===== config.mk =====
export PLATFORM = sky130hd
export DESIGN_NAME = icblbc_align_distance
export DESIGN_NICKNAME = d
export VERILOG_FILES = /design/src/rtl/icblbc_align_distance.sv
export SDC_FILE = /design/constraint.sdc
export NUM_CORES = 1
export LEC_CHECK = 0
export ABC_AREA = 1
export CAP_MARGIN = 20
export CELL_PAD_IN_SITES_DETAIL_PLACEMENT = 0
export CELL_PAD_IN_SITES_GLOBAL_PLACEMENT = 1
export CORE_MARGIN = 3
export CORE_UTILIZATION = 40
export DETAILED_ROUTE_END_ITERATION = 6
export PLACE_DENSITY_LB_ADDON = 0.1
export SYNTH_ARGS = -nofsm -noshare
export SYNTH_HDL_FRONTEND = slang
export SYNTH_SLANG_ARGS = --single-unit
export TNS_END_PERCENT = 5

===== constraint.sdc =====
create_clock -name clock -period 5.97 [get_ports clock]
set_input_delay 0.8955 -clock clock [delete_from_list [all_inputs] [get_ports clock]]
set_output_delay 0.8955 -clock clock [all_outputs]
set_load 0.02 [all_outputs]

===== src/rtl/icblbc_align_distance.sv =====
// Minimum Hamming distance of the shorter codeword over all alignments within the longer one.
// Optional ICBLBC_EARLY_EXIT_EN: leave SCAN as soon as a zero-distance alignment is found.
module icblbc_align_distance #(
  parameter int unsigned W  = 8,
  parameter int unsigned DW = 4
) (
  input  logic          clock,
  input  logic          reset_n,
  input  logic          in_valid,
  output logic          in_ready,
  input  logic [W-1:0]  val_a,
  input  logic [3:0]    len_a,
  input  logic [W-1:0]  val_b,
  input  logic [3:0]    len_b,
  output logic          out_valid,
  input  logic          out_ready,
  output logic [DW-1:0] distance,
  output logic          error,
  output logic          busy
);

  localparam int unsigned LW = 4;
  localparam logic [LW-1:0] MAX_LEN = LW'(W);

  typedef enum logic [1:0] {
    ST_IDLE,
    ST_SCAN,
    ST_DONE
  } state_t;

  state_t        state_q, state_d;
  logic [W-1:0]  l_q, l_d;
  logic [W-1:0]  s_q, s_d;
  logic [W-1:0]  mask_q, mask_d;
  logic [LW-1:0] k_q, k_d;
  logic [LW-1:0] kmax_q, kmax_d;
  logic [DW-1:0] min_q, min_d;
  logic          in_ready_q, in_ready_d;
  logic          out_valid_q, out_valid_d;
  logic [DW-1:0] distance_q, distance_d;
  logic          error_q, error_d;
  logic          busy_q, busy_d;

  // Pair decode for the accept cycle: ordering, mask and shift range
  logic          len_ok_c;
  logic          a_is_l_c;
  logic [LW-1:0] ls_c;
  logic [W:0]    mask_wide_c;

  always_comb begin
    len_ok_c    = (len_a != '0) && (len_a <= MAX_LEN) &&
                  (len_b != '0) && (len_b <= MAX_LEN);
    a_is_l_c    = (len_a >= len_b);
    ls_c        = a_is_l_c ? len_b : len_a;
    mask_wide_c = ((W+1)'(1) << ls_c) - (W+1)'(1);
  end

  // Distance at the current alignment
  logic [W-1:0]  diff_c;
  logic [DW-1:0] dk_c;
  logic          last_c;

  always_comb begin
    diff_c = ((l_q >> k_q) ^ s_q) & mask_q;
    dk_c   = '0;
    for (int i = 0; i < W; i++) begin
      dk_c = dk_c + DW'(diff_c[i]);
    end
`ifdef ICBLBC_EARLY_EXIT_EN
    last_c = (k_q == kmax_q) || (dk_c == '0);
`else
    last_c = (k_q == kmax_q);
`endif
  end

  always_ff @(posedge clock) begin
    if (!reset_n) begin
      state_q     <= ST_IDLE;
      l_q         <= '0;
      s_q         <= '0;
      mask_q      <= '0;
      k_q         <= '0;
      kmax_q      <= '0;
      min_q       <= '0;
      in_ready_q  <= 1'b1;
      out_valid_q <= 1'b0;
      distance_q  <= '0;
      error_q     <= 1'b0;
      busy_q      <= 1'b0;
    end else begin
      state_q     <= state_d;
      l_q         <= l_d;
      s_q         <= s_d;
      mask_q      <= mask_d;
      k_q         <= k_d;
      kmax_q      <= kmax_d;
      min_q       <= min_d;
      in_ready_q  <= in_ready_d;
      out_valid_q <= out_valid_d;
      distance_q  <= distance_d;
      error_q     <= error_d;
      busy_q      <= busy_d;
    end
  end

  always_comb begin
    state_d     = state_q;
    l_d         = l_q;
    s_d         = s_q;
    mask_d      = mask_q;
    k_d         = k_q;
    kmax_d      = kmax_q;
    min_d       = min_q;
    out_valid_d = out_valid_q;
    distance_d  = distance_q;
    error_d     = error_q;

    case (state_q)
      ST_IDLE: begin
        if (in_valid && in_ready_q) begin
          l_d    = a_is_l_c ? val_a : val_b;
          s_d    = a_is_l_c ? val_b : val_a;
          mask_d = mask_wide_c[W-1:0];
          kmax_d = a_is_l_c ? (len_a - len_b) : (len_b - len_a);
          k_d    = '0;
          min_d  = '1;
          // Illegal pair skips SCAN; the all-ones min becomes the reported distance
          error_d = !len_ok_c;
          state_d = len_ok_c ? ST_SCAN : ST_DONE;
        end
      end
      ST_SCAN: begin
        min_d = (dk_c < min_q) ? dk_c : min_q;
        k_d   = k_q + LW'(1);
        if (last_c) begin
          state_d = ST_DONE;
        end
      end
      ST_DONE: begin
        // First DONE cycle publishes the final minimum, then holds for the handshake
        if (!out_valid_q) begin
          out_valid_d = 1'b1;
          distance_d  = min_q;
        end else if (out_ready) begin
          out_valid_d = 1'b0;
          state_d     = ST_IDLE;
        end
      end
      default: begin
        state_d = ST_IDLE;
      end
    endcase

    in_ready_d = (state_d == ST_IDLE);
    busy_d     = (state_d != ST_IDLE);
  end

  assign in_ready  = in_ready_q;
  assign out_valid = out_valid_q;
  assign distance  = distance_q;
  assign error     = error_q;
  assign busy      = busy_q;

endmodule


== Word level (Yosys, flattened, before mapping) ==
Index checks and enable logic that the tools add are counted.
W data, S select, Z words.
Cells by class
  add/subtract/negate cells: 11
  $lt $le $gt $ge: 4
  equal/unequal tests: 5
  shift-type cells: 2
  muxes and demuxes: 17
  bitwise operators: 3
  reduce and logical (&&, ||, !) cells: 15
Operators by type and width (count)
  $mux W4: 5
  $add A4 B1 Y4: 4
  $mux W8: 2
  $pmux W4 S2: 2
  $mux W2: 5
  $and A8 B8 Y8: 1
  $le A4 B4 Y1 const B: 2
  $reduce_bool A4 Y1: 2
  $shl A1 B4 Y8 const A: 1
  $shr A8 B4 Y8: 1
  $sub A4 B4 Y4: 2
  $sub A8 B2 Y8 const B: 1
  $xor A8 B8 Y8: 1
  $pmux W2 S3: 1
  $reduce_and A2 Y1: 3
  $add A3 B1 Y4: 1
  $add A4 B1 Y4 const B: 1
  $eq A4 B4 Y1: 1
  $ge A4 B4 Y1: 1
  $logic_and A1 B1 Y1: 4
  $logic_not A2 Y1: 2
  $lt A4 B4 Y1: 1
  $ne A2 B2 Y1 const B: 2
  $reduce_bool A2 Y1: 2
  8 further kinds: 9
Word-level totals
  register bits after elaboration: 46
  word-level logic and storage cells: 69

== Longest topological paths before layout ==
  depth after elaboration: 13
  gate-level depth with buffers: 24
  mapped depth without buffers: 24

== Worst setup path after synthesis ==
OpenSTA, ideal clock, no wires.
  path kind: reg-to-reg
  start: register k_q[0]
  end: register min_q[2]
  setup time: 0.118 ns
  data arrival time: 4.445 ns
  required time: 5.852 ns
  path slack: 1.407 ns
  stages on the path, launching flop included: 25
  period minus slack after synthesis: 4.563 ns
  cells stage by stage: dfxtp_1 > buf_6 > or2_2 > o21ai_0 > nand2_1 > nand3_1 > o21ai_0 > o21ai_0 > a21oi_1 > fa_1 > inv_1 > fa_1 > inv_1 > fa_1 > ha_1 > fa_1 > xor2_1 > ha_1 > nand2_1 > o21ai_0 > nand2_1 > nand3_1 > inv_1 > o21ai_0 > nor2_1
Between the ends
  word-level cells in the longest chain between the ends: 13
  elaborated cells between the ends (all ways): 15
  classes of those cells: 7 x add/sub; 1 x order compare; 1 x eq/ne; 1 x shift; 2 x mux; 2 x bitwise; 1 x reduce/logical
RTL lines
  from (decl): line 35  | logic [LW-1:0] k_q, k_d;
  from (signal assigned): line 95  | k_q <= k_d;
  $shr A8 B4 Y8 (*): line 64  | diff_c = ((l_q >> k_q) ^ s_q) & mask_q;
  $xor A8 B8 Y8 (*): line 64
  $and A8 B8 Y8 (*): line 64
  $add A1 B1 Y2: line 67  | dk_c = dk_c + DW'(diff_c[i]);
  $add A2 B1 Y3: line 67
  $add A3 B1 Y4: line 67
  $add A4 B1 Y4 (3 in a row): line 67
  $add A4 B1 Y4 (*): line 67
  $lt A4 B4 Y1: line 133  | min_d = (dk_c < min_q) ? dk_c : min_q;
  $ne A2 B2 Y1 (no line)
  $reduce_and A3 Y1 (no line)
  to (signal assigned): line 97  | min_q <= min_d;
  to (decl): line 37  | logic [DW-1:0] min_q, min_d;
Mark *: on every way between the ends. The rest lies on a longest branch, timed or not. The select of a mux whose other input is x is not followed.
A chain may end at the register's enable or synchronous reset.

== Worst setup path after layout ==
  start: register k_q[0]
  end: register min_q[3]
The elaborated chain is that of the path after synthesis.

==> metrics.txt <==
# TYPE chip_impl_metric gauge
chip_impl_metric{name="clkSlewWorstSetupHoldPaths",unit="ns"} 0.08
chip_impl_info{name="cp_cell_sequence",value="inv_1, o21ai_0, nand2_1, o21ai_0, o21ai_0, o21ai_0, a21oi_1, fa_1, inv_1, fa_1, inv_1, fa_1, ha_1, fa_1, xor2_1, ha_1, nand2_1, o21ai_0, nand2_1, nand3_1, inv_1, o21ai_0, nor2_1"} 1
chip_impl_info{name="critical_path.slowest_cell",value="sky130_fd_sc_hd__dfxtp_1"} 1
chip_impl_metric{name="fp.dieW",unit="µm"} 93.31
chip_impl_info{name="yosysMostFrequentCell",value="sky130_fd_sc_hd__nand2_1"} 1
chip_impl_metric{name="routed_wirelength",unit="µm"} 7386
chip_impl_info{name="tritoncts",value="built"} 1
chip_impl_metric{name="power.combinational.fraction",unit=""} 0.350
chip_impl_metric{name="final_antenna_net_count",unit=""} 0
chip_impl_metric{name="finalNonFillerCells",unit=""} 568
chip_impl_metric{name="gp_congestion",unit=""} 0.8638
chip_impl_info{name="ys_dominant_reg_cell",value="sky130_fd_sc_hd__dfxtp_1"} 1
chip_impl_metric{name="cts_hold_repair.buffers",unit=""} 0
chip_impl_metric{name="tightest_slew",unit="ns"} 1.024
chip_impl_metric{name="core_area",unit="mm²"} 0.007331
chip_impl_metric{name="total_leakage_power",unit="nW"} 1.649
chip_impl_info{name="end_kind",value="flip-flop"} 1
chip_impl_metric{name="num_antenna_cells",unit=""} 0
chip_impl_info{name="critical-path-top-cell-by-count",value="sky130_fd_sc_hd__o21ai_0"} 1
chip_impl_metric{name="critPathRequiredTime",unit="ns"} 6.16
chip_impl_metric{name="syn-mean-instance-area",unit="µm²"} 6.899
chip_impl_info{name="result_of_the_run",value="completed"} 1
chip_impl_metric{name="maxClockFrequency",unit="MHz"} 193.0
chip_impl_metric{name="fin_tns_setup",unit="ns"} 0
chip_impl_metric{name="globalRouteTotalUtil",unit=""} 0.1810
chip_impl_metric{name="route.detailed.drc",unit=""} 0
chip_impl_metric{name="timing.hold.ws",unit="ns"} 0.4664
chip_impl_metric{name="antenna_found_initial",unit=""} 0
chip_impl_metric{name="synth-seq-cells",unit=""} 46
chip_impl_metric{name="row_count",unit=""} 31
chip_impl_metric{name="synth_async_sr_flop_share",unit=""} 0
chip_impl_info{name="worstHoldPathType",value="flip-flop to flip-flop"} 1
chip_impl_info{name="clk_root_buffer_cell",value="sky130_fd_sc_hd__clkbuf_8"} 1
chip_impl_metric{name="final_hold_violation_count",unit=""} 0
chip_impl_metric{name="avgViaCountPerCell",unit=""} 4.915
chip_impl_metric{name="boundaryPins",unit=""} 36
chip_impl_metric{name="p_int",unit="mW"} 0.6142
chip_impl_metric{name="cts.sink_count",unit=""} 46
chip_impl_metric{name="power.density",unit="mW/mm²"} 271.4
chip_impl_metric{name="maximum_number_of_pins_on_one_net_before_global_route_repair",unit=""} 57
chip_impl_metric{name="final_min_period_over_clock_period",unit=""} 0.8680
chip_impl_metric{name="cts-htree-levels",unit=""} 2
chip_impl_metric{name="dp_cells",unit=""} 560
chip_impl_metric{name="die_h",unit="µm"} 93.31
chip_impl_metric{name="hpwlAfterDp",unit="µm"} 5545
chip_impl_metric{name="post_cts_setup_repair_buffer_count",unit=""} 0
chip_impl_metric{name="setup_viol",unit=""} 0
chip_impl_metric{name="arrival_time_reported_for_the_critical_path_endpoint",unit="ns"} 5.37
chip_impl_metric{name="clock_skew_after_layout",unit="ns"} 0.005215
chip_impl_metric{name="synth_cell_type_count",unit=""} 36
chip_impl_metric{name="initial_utilization",unit=""} 0.4159
chip_impl_metric{name="dr.first_iter.drc_count",unit=""} 97
chip_impl_info{name="library_cell_occupying_the_most_area_in_the_post_synthesis_netlist",value="sky130_fd_sc_hd__dfxtp_1"} 1
chip_impl_metric{name="post_cts_sizing",unit=""} 0
chip_impl_metric{name="max_cap_viols",unit=""} 0
chip_impl_metric{name="layout-area-overhead-vs-synth",unit="%"} 16.21
chip_impl_info{name="critical_path.startpoint_type",value="flip-flop"} 1
chip_impl_metric{name="synth-warning-count",unit=""} 0
chip_impl_metric{name="seq_area_frac_synth",unit=""} 0.3020
chip_impl_metric{name="slew_headroom",unit=""} 0.3155
chip_impl_metric{name="clock_power_share",unit=""} 0.241
chip_impl_info{name="post_synth_most_frequent_cells",value="103 x sky130_fd_sc_hd__nand2_1, 59 x sky130_fd_sc_hd__inv_1, 46 x sky130_fd_sc_hd__dfxtp_1, 46 x sky130_fd_sc_hd__nand3_1, 31 x sky130_fd_sc_hd__o21ai_0"} 1
chip_impl_metric{name="power.total",unit="mW"} 0.9616
chip_impl_metric{name="period_needed",unit="ns"} 5.182
chip_impl_metric{name="vdd.ir_drop.worst",unit="µV"} 106.7
chip_impl_info{name="crit_family",value="adder cells"} 1
chip_impl_metric{name="cts_buffer_depth",unit=""} 2
chip_impl_info{name="r2r-start",value="k_q[0]$_SDFFE_PN0P_"} 1
chip_impl_metric{name="grt_first_pass_wirelength",unit="µm"} 12760
chip_impl_info{name="crit_start",value="k_q[0]$_SDFFE_PN0P_"} 1
chip_impl_metric{name="cts_buf_count",unit=""} 5
chip_impl_metric{name="worstSkewPairLatency",unit="ns"} 0.30
chip_impl_metric{name="final_net_count",unit=""} 517
chip_impl_info{name="synthTopCellsByArea",value="sky130_fd_sc_hd__dfxtp_1 30%, sky130_fd_sc_hd__nand2_1 13%, sky130_fd_sc_hd__nand3_1 7.6%"} 1
chip_impl_metric{name="firstDrtPassIters",unit=""} 4
chip_impl_metric{name="globalRouteOverflowTotal",unit=""} 0
chip_impl_metric{name="syn_inst",unit=""} 442
chip_impl_metric{name="timing.critical_path.buf_inv",unit=""} 4
chip_impl_info{name="worst_hold_startpoint",value="distance[2]$_SDFFE_PN0P_"} 1
chip_impl_metric{name="numPortBuffers",unit=""} 35
chip_impl_metric{name="p_switching",unit="mW"} 0.3473
chip_impl_metric{name="wl_per_cell",unit="µm"} 13.00
chip_impl_info{name="rsz0062_at_grt",value="no"} 1
chip_impl_metric{name="die_area",unit="mm²"} 0.008707
chip_impl_info{name="timing_worst_setup_path_type",value="flip-flop to flip-flop"} 1
chip_impl_metric{name="swShare",unit=""} 0.3612
chip_impl_metric{name="grt_pass1_vias",unit=""} 2778
chip_impl_metric{name="synthesis.area",unit="mm²"} 0.003049
chip_impl_metric{name="sequentialPowerShare",unit=""} 0.409
chip_impl_metric{name="critPathMaxFanout",unit=""} 14
chip_impl_metric{name="drive_gt1_frac",unit=""} 0.06183
chip_impl_metric{name="slowest_delay",unit="ns"} 0.57
chip_impl_metric{name="netlist.area_leader.share",unit=""} 0.3020
chip_impl_metric{name="detailroute.via_count",unit=""} 2792
chip_impl_metric{name="synth_enable_flop_cells",unit=""} 0
chip_impl_metric{name="final_core_util",unit=""} 0.4834
chip_impl_metric{name="syn-num-nets",unit=""} 491
chip_impl_metric{name="slew_violations",unit=""} 0
area by class of cell:
| type | count | area [µm²] |
|---|---|---|
| repair buffers | 36 | 357.8 |
| inverters | 63 | 236.5 |
| clock inverters | 2 | 37.54 |
| multi-input cells | 316 | 1794 |
| flip-flops and latches | 46 | 920.9 |
| clock buffers | 6 | 72.57 |
| fillers | 751 | 3787 |
| well taps | 99 | 123.9 |
worst paths after layout:
check,end,slack [ns],cells after the start
setup / recovery,min_q[3]$_SDFFE_PN0P_,0.79,23
hold / removal,distance[2]$_SDFFE_PN0P_,0.47,2
setup reg to reg,min_q[3]$_SDFFE_PN0P_,0.79,23
hold reg to reg,distance[2]$_SDFFE_PN0P_,0.47,2
power groups by stage:
stage	Clock [mW]	Combinational, mW	Sequential [mW]
6_report	0.232	0.336	0.393
3_5_place_dp	0	0.337	0.400
2_1_floorplan	0	0.246	0.394
4_1_cts	0.238	0.339	0.394
5_1_grt	0.248	0.390	0.400
3_3_place_gp	0	0.331	0.401
layout by cell type (no fill, tap or decap), drive strengths merged, types with 4 or more instances in the layout:
cell,instances
a21oi,23
nand4,4
o21ai,32
fa,6
xor2,6
ha,15
nand3,47
nor2,29
clkbuf,6
nand2,108
clkdlybuf4s50,35
dfxtp,46
or2,8
nor3,5
o211ai,21
xnor2,5
inv,62
state kept, by name, summed over array words and instances (netlist names):
name,flops
k_q,4
min_q,4
out_valid,1
state_q,2
l_q,8
error,1
s_q,8
distance,4
mask_q,8
in_ready,1
kmax_q,4
busy,1
tightest hold or removal path, stage by stage (launching register included):
cell                      delay [ns]
sky130_fd_sc_hd__dfxtp_1        0.31
sky130_fd_sc_hd__nand2_1        0.06
sky130_fd_sc_hd__a21oi_1        0.05
kinds of logic (layout without fill, tap and decap cells):
kind of cell,after synthesis,count (layout),share of synthesized area
AO/OA/AOI/OAI,81,81,0.1592
XOR/XNOR,11,11,0.03160
adder cells (fa/ha/maj),21,21,0.1009
buffers and inverters,80,107,0.1112
flip-flops,46,46,0.3020
AND/OR/NAND/NOR,203,203,0.2950
stage by stage:
| step | setup slack [ns] | cell area (µm²) |
|---|---|---|
| finish | 0.7878 | 3543 |
| global placement | 1.043 | 3433 |
| global route | 0.1976 | 3543 |
| floorplan | 1.407 | 3049 |
| CTS | 0.7854 | 3543 |
| detailed placement | 0.8407 | 3433 |
routing by layer:
metal	GRT usage	part of all wire
met1	0.2368	0.49
met2	0.3163	0.47
met4	0.04396	0.013
met5	0	0
met3	0.02172	0.032
Power figures use the tool's default switching activity.
==> edit 1 (same flow settings) <==
Add a define of `ICBLBC_EARLY_EXIT_EN`.
--- a/src/rtl/icblbc_align_distance.sv
+++ b/src/rtl/icblbc_align_distance.sv
@@ -1,5 +1,7 @@
 // Minimum Hamming distance of the shorter codeword over all alignments within the longer one.
 // Optional ICBLBC_EARLY_EXIT_EN: leave SCAN as soon as a zero-distance alignment is found.
+`define ICBLBC_EARLY_EXIT_EN
+
 module icblbc_align_distance #(
   parameter int unsigned W  = 8,
   parameter int unsigned DW = 4
Behaviour: not the same (a bounded check fails within 4 cycles, from zero or initial values and one cycle with reset_n low).
==> edit 1 against the unedited design <==
Sequential cell count unchanged. Design area rose by 0.71%. Final cell count is 2.5% higher. Power down 1.7%. Synthesized cell count grew 2.9%. Non-clock buffer count unchanged. Clock skew up 0.0025 ns. Synthesized area grew 0.49%. Combinational power up 3%. Wire length down 1.6%. Worst setup slack gained 0.020 ns. Fmax grew 0.39%. Critical path type unchanged. Largest power group unchanged. Highest routed layer unchanged.
==> edit 1: results (changes against the unedited design) <==
Parameter                              Value

Route
  Met1 WL ... 3570 um (-1.2%)
  Detailed-route wire length ... 7270 um (-1.6%)
  Length of the first detailed-routing pass in iterations ... 6 (+2)
  Met2 wire length ... 3350 um (-2.5%)
  Violation count after the first detailed-routing iteration ... 181 (+87%)
  Via-to-Cell Ratio ... 4.95 (+0.64%)
  Detailed-routed wire length on met3 ... 311 um (+31%)

Power and ir drop
  Highest ir drop seen on vdd ... 0.104 mV (-2.9%)
  Leakage ... 1.69 nW (+2.3%)

Placement
  Inst Count DP ... 574 (+2.5%)
  Estimated wirelength of the detail-placed design ... 5660 um (+2.1%)
  Placed Instance Area ... 3470 um^2 (+1.1%)
  Final RePlAce weighted congestion ... 0.882 (+2.1%)
  Minimum setup slack after placement ... 0.773 ns (-0.0672 ns)

Setup path
  CP Max Fanout ... 14 (unchanged)
  Longest individual stage delay on the worst path ... 0.59 ns (+0.02 ns)
  Signal arrival time at the worst endpoint ... 5.36 ns (about the same)
  Number of cells traversed by the worst register-to-register path ... 24 (+4.3%)
  CP endpoint ... min_q[2]$_SDFFE_PN0P_

Timing
  PnR worst setup slack ... 0.808 ns (+0.0201 ns)
  Worst hold margin ... 0.467 ns (+0.000634 ns)
  Worst slew margin ... 31.6% (+0.094 points)
  Clock skew after layout ... 0.00772 ns (+0.00250 ns)

Logic synthesis
  Most instantiated cells after synthesis ... sky130_fd_sc_hd__nand2_1 (112), sky130_fd_sc_hd__inv_1 (60), sky130_fd_sc_hd__nand3_1 (49), sky130_fd_sc_hd__dfxtp_1 (46), sky130_fd_sc_hd__nor2_1 (33)
  Number of cells produced by synthesis ... 455 (+2.9%)
  Ranking of synthesized cells by area ... sky130_fd_sc_hd__dfxtp_1 (30%), sky130_fd_sc_hd__nand2_1 (14%), sky130_fd_sc_hd__nand3_1 (8.0%)
  Unique cell type count in the Yosys netlist ... 35 (-2.8%)
  Fraction of the yosys area taken by sequential cells ... 30.1% (-0.15 points)

Cells and area
  Share of final-layout standard cells stronger than drive strength 1 ... 5.59% (-0.59 points)
  Count of non-filler cells in the finished layout ... 582 (+2.5%)
  Number of nets in the finished design ... 531 (+2.7%)
  Total of fill cells in the finished design ... 755 (+0.53%)

Status
  Run status ... finished, final reports clean

CTS
  Clk root buf ... sky130_fd_sc_hd__clkbuf_8
  Setup Buffers After CTS ... 0 (unchanged)

Global route
  Vias in the first global route ... 2,675 (-3.7%)
  Global-route wire length before repair ... 12,600 um (-1.2%)
  GR Layer Usage met2 ... 28.6% (-3.0 points)
  M3 GR Usage ... 2.57% (+0.40 points)
  Gr usage total ... 17.9% (-0.20 points)
  Maximum number of pins on one net before global-route repair ... 54 (-5.3%)
[edit 1: cell count changes in the layout (fill, tap and decap cells not counted), sizes merged, moves of 2 or more]
| cell | before | now |
|---|---|---|
| xor2 | 6 | 2 |
| nand2 | 108 | 119 |
| clkinv | 1 | 3 |
| nand3 | 47 | 49 |
| o211ai | 21 | 18 |
| nor2 | 29 | 35 |
| nor3 | 5 | 2 |
[edit 1: where the power goes]
part,internal [W],switching (W)
logic,0.000139,0.000208
clock network,0.0000955,0.000112
registers,0.000355,0.0000362
[edit 1: logic make-up after synthesis]
logic type	share of synthesized area (%)
AND/OR/NAND/NOR	31.5
XOR/XNOR	2.29
AO/OA/AOI/OAI	15.6
buffers and inverters	10.5
adder cells (fa/ha/maj)	10.0
flip-flops	30.1
[edit 1: layout make-up]
cell class,instances,share of cell area [%]
clock inverter,2,0.456
multi-input combinational,329,51.2
sequential,46,25.8
clock buffer,6,2.31
inverter,64,6.73
timing repair buffer,36,10.0
tap,99,3.47
==> edit 2 (config.mk and constraints unchanged) <==
Made on the original files. The 3 states of `state_t` get a one-hot encoding in 3 bits.
--- a/src/rtl/icblbc_align_distance.sv
+++ b/src/rtl/icblbc_align_distance.sv
@@ -22,10 +22,10 @@
   localparam int unsigned LW = 4;
   localparam logic [LW-1:0] MAX_LEN = LW'(W);
 
-  typedef enum logic [1:0] {
-    ST_IDLE,
-    ST_SCAN,
-    ST_DONE
+  typedef enum logic [2:0] {
+    ST_IDLE = 3'b001,
+    ST_SCAN = 3'b010,
+    ST_DONE = 3'b100
   } state_t;
 
   state_t        state_q, state_d;
Check against the original RTL: no difference found for any inputs over 4 cycles, from zero or initial values and one cycle with reset_n low; so few cycles prove little.
==> edit 2 against the unedited design <==
Worst setup slack worse by 0.049 ns. Critical path type unchanged. Largest power group unchanged. Synthesized area up 0.82%. Sequential cell count grew 1. Wire length fell by 1.5%. Power rose by 1.8%. Design area grew 1.3%. Final cell count up 0.88%.
==> edit 2: results (changes against the unedited design) <==
Parameter                              Value

Global route
  Global-route wire length before repair ... 12,700 um (-0.82%)
  Gr usage total ... 17.9% (-0.16 points)

Power and ir drop
  Sum of internal, switching and leakage power ... 0.000979 W (+1.8%)
  Leakage ... 1.72 nW (+4.6%)
  Combinational fraction of design power ... 34.6% (-0.4 points)
  Internal cell power ... 0.000626 W (+1.8%)

Logic synthesis
  Area fraction in compound gates after synthesis ... 16.4% (+0.44 points)
  Unique cell type count in the Yosys netlist ... 34 (-5.6%)
  Area share of fa/ha/maj cells after synthesis ... 10.0% (-0.082 points)
  Post-synth design cell area ... 3070 um^2 (+0.82%)
  Multiplexer fraction of the synthesized cell area ... 0.326% (+0.33 points)
  Most instantiated cells after synthesis ... sky130_fd_sc_hd__nand2_1 (96), sky130_fd_sc_hd__inv_1 (71), sky130_fd_sc_hd__dfxtp_1 (47), sky130_fd_sc_hd__nand3_1 (44), sky130_fd_sc_hd__o21ai_0 (30)
  Number of nets in the synthesized netlist ... 495 (+0.81%)
  Fraction of the yosys area taken by sequential cells ... 30.6% (+0.41 points)

Placement
  Estimated wirelength of the detail-placed design ... 5650 um (+1.9%)
  Final RePlAce weighted congestion ... 0.816 (-5.5%)
  Minimum setup slack after placement ... 0.812 ns (-0.0282 ns)
  Placed Instance Area ... 3480 um^2 (+1.2%)
  Inst Count DP ... 565 (+0.89%)

Timing
  Worst hold margin ... 0.472 ns (+0.00573 ns)
  Post-route minimum period ... 5.23 ns (+0.0488 ns)
  Actual slew at the worst max-slew pin ... 0.976 ns (-0.0480 ns)

Cells and area
  Share of final-layout standard cells stronger than drive strength 1 ... 6.33% (+0.15 points)
  Number of nets in the finished design ... 522 (+0.97%)
  Count of non-filler cells in the finished layout ... 573 (+0.88%)

Setup path
  Number of cells traversed by the worst register-to-register path ... 24 (+4.3%)
  Minimum setup slack among reg-to-reg paths ... 0.74 ns (-0.05 ns)
  CP endpoint ... min_q[2]$_SDFFE_PN0P_

Min path
  End point of the most critical hold path ... distance[1]$_SDFFE_PN0P_
  Hold Startpoint ... distance[1]$_SDFFE_PN0P_

Route
  Via Count ... 2,838 (+1.6%)

Status
  Run status ... finished, final reports clean
-- edit 2: metal layers --
metal	GRT usage, %	up-vias	routed length [um]
met1	24.0	1306	3650
met2	29.8	30	3390
met3	4.17	6	186
met5	0	-	0
met4	3.37	0	43
li1	-	1496	-
-- edit 2: critical path, cell delays in order, from the launching register on --
cell and delay, ns:
sky130_fd_sc_hd__dfxtp_1 0.60, sky130_fd_sc_hd__inv_1 0.18, sky130_fd_sc_hd__o21ai_0 0.26, sky130_fd_sc_hd__nand2_1 0.07, sky130_fd_sc_hd__o21ai_0 0.11, sky130_fd_sc_hd__o21ai_0 0.14, sky130_fd_sc_hd__o21ai_0 0.16, sky130_fd_sc_hd__a21oi_1 0.08
sky130_fd_sc_hd__fa_1 0.54, sky130_fd_sc_hd__inv_1 0.05, sky130_fd_sc_hd__fa_1 0.52, sky130_fd_sc_hd__inv_1 0.05, sky130_fd_sc_hd__fa_1 0.48, sky130_fd_sc_hd__ha_1 0.24, sky130_fd_sc_hd__fa_1 0.48, sky130_fd_sc_hd__ha_1 0.28
sky130_fd_sc_hd__o21ai_0 0.07, sky130_fd_sc_hd__nand2_1 0.06, sky130_fd_sc_hd__nand3_1 0.06, sky130_fd_sc_hd__nand2_1 0.05, sky130_fd_sc_hd__nand2_1 0.05, sky130_fd_sc_hd__nand2_1 0.08, sky130_fd_sc_hd__nor2_1 0.23, sky130_fd_sc_hd__o21ai_0 0.14
sky130_fd_sc_hd__a21oi_1 0.16
-- edit 2: final cells by class --
type,instances,area [um^2]
fill,797,3780
multi-input combinational,311,1780
sequential,47,941
timing repair buffer,36,358
inverter,72,270
tap,99,124
clock buffer,5,68.8
clock inverter,3,43.8
